## src/rtl/output_pixel_writer.sv

```systemverilog
// Packs PE result beats into full-depth pixel words and writes them to the next layer's FIFO,
// tracking the output raster and pulsing o_frame_done. Optional macro: OUTPUT_RELU_EN clamps negative channels to zero.
module output_pixel_writer #(
    parameter int DATA_WIDTH  = 8,
    parameter int OUT_CHANNEL = 16,
    parameter int PE_CHANNELS = 4,
    parameter int OUT_WIDTH   = 32,
    parameter int OUT_HEIGHT  = 32
) (
    input  logic                              clk,
    input  logic                              rst_n,
    input  logic [DATA_WIDTH*PE_CHANNELS-1:0] i_data,
    input  logic                              i_valid,
    output logic                              o_ready,
    input  logic                              fifo_almost_full,
    output logic                              fifo_wr_en,
    output logic [DATA_WIDTH*OUT_CHANNEL-1:0] o_data,
    output logic                              o_frame_done
);
    localparam int GROUPS      = OUT_CHANNEL / PE_CHANNELS;
    localparam int PIXEL_WIDTH = DATA_WIDTH * OUT_CHANNEL;
    localparam int BEAT_WIDTH  = DATA_WIDTH * PE_CHANNELS;
    localparam int GRP_W       = (GROUPS > 1) ? $clog2(GROUPS) : 1;
    localparam int COL_W       = (OUT_WIDTH > 1) ? $clog2(OUT_WIDTH) : 1;
    localparam int ROW_W       = (OUT_HEIGHT > 1) ? $clog2(OUT_HEIGHT) : 1;
    localparam logic [GRP_W-1:0] LAST_GRP = GRP_W'(GROUPS - 1);
    localparam logic [COL_W-1:0] LAST_COL = COL_W'(OUT_WIDTH - 1);
    localparam logic [ROW_W-1:0] LAST_ROW = ROW_W'(OUT_HEIGHT - 1);

    typedef enum logic {RUN, DONE} state_t;

    state_t                  state_reg, state_next;
    logic [GRP_W-1:0]        grp_reg, grp_next;
    logic [COL_W-1:0]        col_reg, col_next;
    logic [ROW_W-1:0]        row_reg, row_next;
    logic                    full_reg, full_next;
    logic [PIXEL_WIDTH-1:0]  out_q_reg;
    logic [PIXEL_WIDTH-1:0]  asm_word;
    logic [BEAT_WIDTH-1:0]   beat;
    logic                    last_grp;
    logic                    drain;
    logic                    accept;
    logic                    complete;

    genvar gi;
    generate
        for (gi = 0; gi < PE_CHANNELS; gi++) begin : g_clamp
            logic [DATA_WIDTH-1:0] ch;
            assign ch = i_data[gi*DATA_WIDTH +: DATA_WIDTH];
`ifdef OUTPUT_RELU_EN
            assign beat[gi*DATA_WIDTH +: DATA_WIDTH] = ch[DATA_WIDTH-1] ? '0 : ch;
`else
            assign beat[gi*DATA_WIDTH +: DATA_WIDTH] = ch;
`endif
        end

        // The final slot is never stored: it is merged straight from the beat into out_q.
        for (gi = 0; gi < GROUPS; gi++) begin : g_slot
            if (gi == GROUPS - 1) begin : g_last
                assign asm_word[gi*BEAT_WIDTH +: BEAT_WIDTH] = beat;
            end else begin : g_store
                logic [BEAT_WIDTH-1:0] slot_reg;
                always_ff @(posedge clk) begin
                    if (accept && grp_reg == GRP_W'(gi)) begin
                        slot_reg <= beat;
                    end
                end
                assign asm_word[gi*BEAT_WIDTH +: BEAT_WIDTH] = slot_reg;
            end
        end
    endgenerate

    assign last_grp     = (grp_reg == LAST_GRP);
    assign drain        = full_reg && !fifo_almost_full && rst_n;
    assign o_ready      = !(last_grp && full_reg && !drain);
    assign accept       = i_valid && o_ready;
    assign complete     = accept && last_grp;
    assign fifo_wr_en   = drain;
    assign o_data       = out_q_reg;
    assign o_frame_done = (state_reg == DONE);

    always_comb begin
        grp_next  = grp_reg;
        full_next = full_reg;
        if (accept) begin
            grp_next = last_grp ? '0 : grp_reg + GRP_W'(1);
        end
        if (complete) begin
            full_next = 1'b1;
        end else if (drain) begin
            full_next = 1'b0;
        end
    end

    // Raster FSM: DONE is a single-cycle marker; counting continues in either state.
    always_comb begin
        state_next = RUN;
        col_next   = col_reg;
        row_next   = row_reg;
        if (drain) begin
            if (col_reg == LAST_COL) begin
                col_next = '0;
                if (row_reg == LAST_ROW) begin
                    row_next   = '0;
                    state_next = DONE;
                end else begin
                    row_next = row_reg + ROW_W'(1);
                end
            end else begin
                col_next = col_reg + COL_W'(1);
            end
        end
    end

    always_ff @(posedge clk) begin
        if (!rst_n) begin
            state_reg <= RUN;
            grp_reg   <= '0;
            col_reg   <= '0;
            row_reg   <= '0;
            full_reg  <= 1'b0;
        end else begin
            state_reg <= state_next;
            grp_reg   <= grp_next;
            col_reg   <= col_next;
            row_reg   <= row_next;
            full_reg  <= full_next;
        end
    end

    always_ff @(posedge clk) begin
        if (complete) begin
            out_q_reg <= asm_word;
        end
    end
endmodule

```

## config.mk

```make
export PLATFORM = sky130hd
export DESIGN_NAME = output_pixel_writer
export DESIGN_NICKNAME = d
export VERILOG_FILES = /design/src/rtl/output_pixel_writer.sv
export SDC_FILE = /design/constraint.sdc
export NUM_CORES = 1
export LEC_CHECK = 0
export BUFFER_PORTS_ARGS = -buffer_cell sky130_fd_sc_hd__buf_4
export CORE_ASPECT_RATIO = 1.5
export CORE_UTILIZATION = 50
export DETAILED_ROUTE_END_ITERATION = 7
export PLACE_DENSITY_LB_ADDON = 0.25
export SYNTH_ARGS = -nofsm -noshare
export SYNTH_HDL_FRONTEND = slang
export SYNTH_SLANG_ARGS = --single-unit
```

## constraint.sdc

```tcl
create_clock -name clk -period 10.3 [get_ports clk]
set_input_delay 1.03 -clock clk [delete_from_list [all_inputs] [get_ports clk]]
set_output_delay 1.03 -clock clk [all_outputs]
set_load 0.02 [all_outputs]
```

# After elaboration in Yosys (flattened, before gate mapping)
# Cells that the tools add are included.
# W data, S select, Z words.
# totals
mem_bits_ro,0
wordCells,39
output_inout_bits,131
ramBits,0
reg_bits,238
latchBits,0
input_bits,36
memories,0
# op_classes
n_eq_ne,5
n_mul,0
reduce_logical,16
n_mux,6
magnitude_cmp,0
shifts,0
div,0
addsub,3
n_bitwise,0
# op_table
cell,n
$add A5 B1 Y5 const B,2
$eq A5 B5 Y1 const B,2
$mux W5,2
$logic_and A1 B1 Y1,9
$eq A2 B2 Y1 const B,2
$logic_not A1 Y1,3
$mux W1,3
$reduce_and A3 Y1,1
$add A2 B1 Y2 const B,1
$eq A2 B1 Y1 const B,1
$logic_not A2 Y1,1
$mux W2,1
$reduce_and A2 Y1,1
$reduce_bool A2 Y1,1

# Longest topological paths before layout
# logic_depth
depth_word,9
depth_mapped,6

# Least setup slack after synthesis
# OpenSTA, ideal clock, no wires.
# synth_path
path_kind,input to register
startpoint,input fifo_almost_full
endpoint,"register out_q_reg[0], in the netlist o_data[0] (enable)"
path_slack_ps,5290
path_stages,3
arrival_ps,4508
required_ps,9798
cell_sequence,nand2b_1 -> a31oi_1 -> and2_1
# synth_via
elab_chain_len,8
# synth_rtl
element,line_no,rtl
"start, declared",15,"input logic fifo_almost_full,"
$logic_not A1 Y1,74,assign drain = full_reg && !fifo_almost_full && rst_n;
$logic_and A1 B1 Y1 (2 in series),74,
$logic_not A1 Y1,75,assign o_ready = !(last_grp && full_reg && !drain);
$logic_and A1 B1 Y1,75,
$logic_not A1 Y1,75,
$logic_and A1 B1 Y1,76,assign accept = i_valid && o_ready;
$logic_and A1 B1 Y1,77,assign complete = accept && last_grp;
named net complete,43,logic complete;
"end signal, assigned",133,out_q_reg <= asm_word;
"end, declared",37,logic [PIXEL_WIDTH-1:0] out_q_reg;
# The timed path passes the listed nets, and every way through them passes these cells.
# A chain may end at the register's enable or synchronous reset.

# Worst setup path after layout
# layout_path
startpoint,input fifo_almost_full
endpoint,"register out_q_reg[37], in the netlist o_data[37] (enable)"
# Same word-level chain as after synthesis.

==> run metrics <==
status finished clean; clock skew 0.008291 ns; initial core utilization 51.17%; share of layout cells above drive strength 1 40.71%; synth unique cells 23; Seq/Total Area, Yosys 93.82%; setup bufs post-CTS 0; # IOs 167; I/O Buffers 166; crit share post-route 30.82%; number of global-route vias before repair 3349; Main synth FF type edfxtp_1; wirelength, routed 12090 um; CP Buf/Inv Count 2; Fmax achieved 315.0 MHz; pwr/cell area 195.2 nW/um^2; DR pass1 iterations 6; Tot GR Track Use 15.85%; Worst setup EP type flop; final-report setup violation count 0; Hold Buf Count CTS 0; WP data arrival 3.28 ns; GRT overflow 0; Layout fillers 1005; Via density 4.802; Setup TNS 0 ns; Max-cap violations 0; final worst path period need 3.175 ns; asr flop ratio synth 0%; delay of the slowest critical-path stage 0.87 ns; Leak 3.524 nW; Die Wd 101.8 um; count of final max-slew check failures 0; final worst slack 7.125 ns; fin nets 536; Sequential Power Share 58.2%; # DRC 0; sw power 0.3528 mW; largest net degree at the start of global routing 87; Mapped Cells 305; Critical Path Slowest Stage Cell buf_4; Worst Path Max Fanout 86; crit path kind input pin to flop; first-pass GRT wire length 17610 um; routed length per instance 17.22 um; top post-synthesis cells by area edfxtp_1, dfxtp_1, ha_1; RePlAce Congestion 0.7037; CP Launch Type input pin; synth cell count leaders edfxtp_1, dfxtp_1, ha_1, nor2_1, a21oi_1; Final Hold Viols 0; DP HPWL 7751 um; CTS root buf clkbuf_16; Fin Hold WS 0.4129 ns; Ant. Diodes 0; core area 14590 um^2; number of flip-flops in the largest register 128; Sw Ratio 18.81%; Worst VDD drop 0.0001440 V; post-synth top area share 90.07%; CTS H-tree depth 1; CP Data Required Time 10.41 ns; RSZ-0062 raised after global routing no; Post-synth EDFFs 224; drt initial violations 166; cell taking the most area after synthesis edfxtp_1; Slew @ Worst Pin 1.047 ns; antenna-violating nets left 0; CP top delay family buffers and inverters; count leader, synth edfxtp_1; Layout area overhead 28.72%; maximum clock path buffer count 3; clk slew on worst S/H paths 0.07 ns; HP Class flop to flop; worst slack, placed 6.624 ns; Mapped Avg Cell Area 24.49 um^2; DIE AREA 15440 um^2; # rows 54; Clock Power Share 39.3%; CTS Buf Count 20; Final Power 1.876 mW; crit path cell chain buf_4, nand2b_1, a31oi_1, and2_4, buf_4; initial antenna violation count 0; Slew HR 30.18%; Clk Latency, worst-skew pair 0.49 ns; CTS tree done; most frequent CP cell buf_4; Internal 1.523 mW; register bit total from synthesis 238; vias 3371; Comb pwr share 2.5%; Die H 151.7 um; Mapped Area 7468 um^2; post-CTS sizing 0; CTS Sinks 238; Synth Warn # 0; Net Count, Synth 349
-- cell usage in the layout, fill, tap and decap left out --
| cell | instances |
|---|---|
| edfxtp_1 | 224 |
| clkbuf_1 | 3 |
| dfxtp_1 | 14 |
| nor2_1 | 8 |
| a31oi_1 | 3 |
| nand2_1 | 4 |
| or3_1 | 1 |
| nand2b_1 | 2 |
| o21ai_0 | 4 |
| a22oi_1 | 1 |
| inv_1 | 5 |
| and3_1 | 2 |
| and2_2 | 3 |
| inv_8 | 1 |
| clkbuf_16 | 21 |
| clkbuf_8 | 3 |
| bufinv_16 | 1 |
| a21oi_1 | 6 |
| nand3_1 | 4 |
| or4b_1 | 2 |
| o31ai_1 | 2 |
| buf_4 | 167 |
| and2_4 | 1 |
| ha_1 | 8 |
| clkinv_2 | 7 |
| or3b_2 | 1 |
| mux2i_1 | 4 |
| or4_1 | 3 |
| nand4b_4 | 1 |
-- per-layer routing --
metal  routed length [um]  up-vias  share of wire, %  track usage, %
li1                     -     1579                 -               -
met5                    0        -                 0               0
met3                  806       36               6.7           3.807
met2                 6768      119                56           29.12
met1                 4099     1637                34           16.75
met4                  410        0               3.4           7.681
-- through the flow --
step	instance area (um^2)	util, %	std cells
after floorplan	7468	-	305
after global placement	8959	61.39	666
after detailed placement	8959	61.39	666
after CTS	9613	65.87	702
after global routing	9613	65.87	702
final	9613	65.87	702
-- power by group through the flow --
stage | combinational, mW | sequential (mW) | clock [mW]
floorplan | 0.0129 | 1.12 | 0
global placement | 0.0464 | 1.11 | 0
detailed placement | 0.0486 | 1.11 | 0
CTS | 0.0488 | 1.09 | 0.753
global route | 0.0520 | 1.09 | 0.787
finish | 0.0474 | 1.09 | 0.737
-- worst register-to-register path, cell delays in order (launching register included) --
cell     delay [ns]
dfxtp_1        0.34
ha_1           0.26
a31oi_1        0.45
and2_4         0.60
buf_4          0.89
-- cell families (layout without fill, tap and decap cells) --
kind of cell | after synthesis | in the layout | synth area share (%)
multiplexers | 4 | 4 | 0.5361
flip-flops | 238 | 238 | 93.82
buffers and inverters | 7 | 208 | 0.4523
AO/OA/AOI/OAI | 16 | 16 | 1.223
AND/OR/NAND/NOR | 32 | 32 | 2.630
adder cells (fa/ha/maj) | 8 | 8 | 1.340
-- cell type report --
cell class                      instances  area (um^2)  area share, %
Timing Repair Buffer                  167         1254          13.04
Inverter                                5        18.77         0.1952
Sequential cell                       238         7007          72.89
Clock inverter                          9        76.32         0.7940
Multi-Input combinational cell         60        434.2          4.516
Clock buffer                           27        578.1          6.013
Tap cell                              196        245.2          2.551
-- worst paths after layout --
kind	startpoint	depth (start not counted)	slack (ns)	to
worst min register to register	g_slot[1].g_store.slot_reg[12]	0	0.41	o_data[44]
worst max register to register	grp_reg[0]	4	7.30	o_data[37]
worst min-delay path	g_slot[1].g_store.slot_reg[12]	0	0.41	o_data[44]
worst max-delay path	fifo_almost_full	5	7.13	o_data[37]
Note: power is estimated with default switching activity, not from simulation.
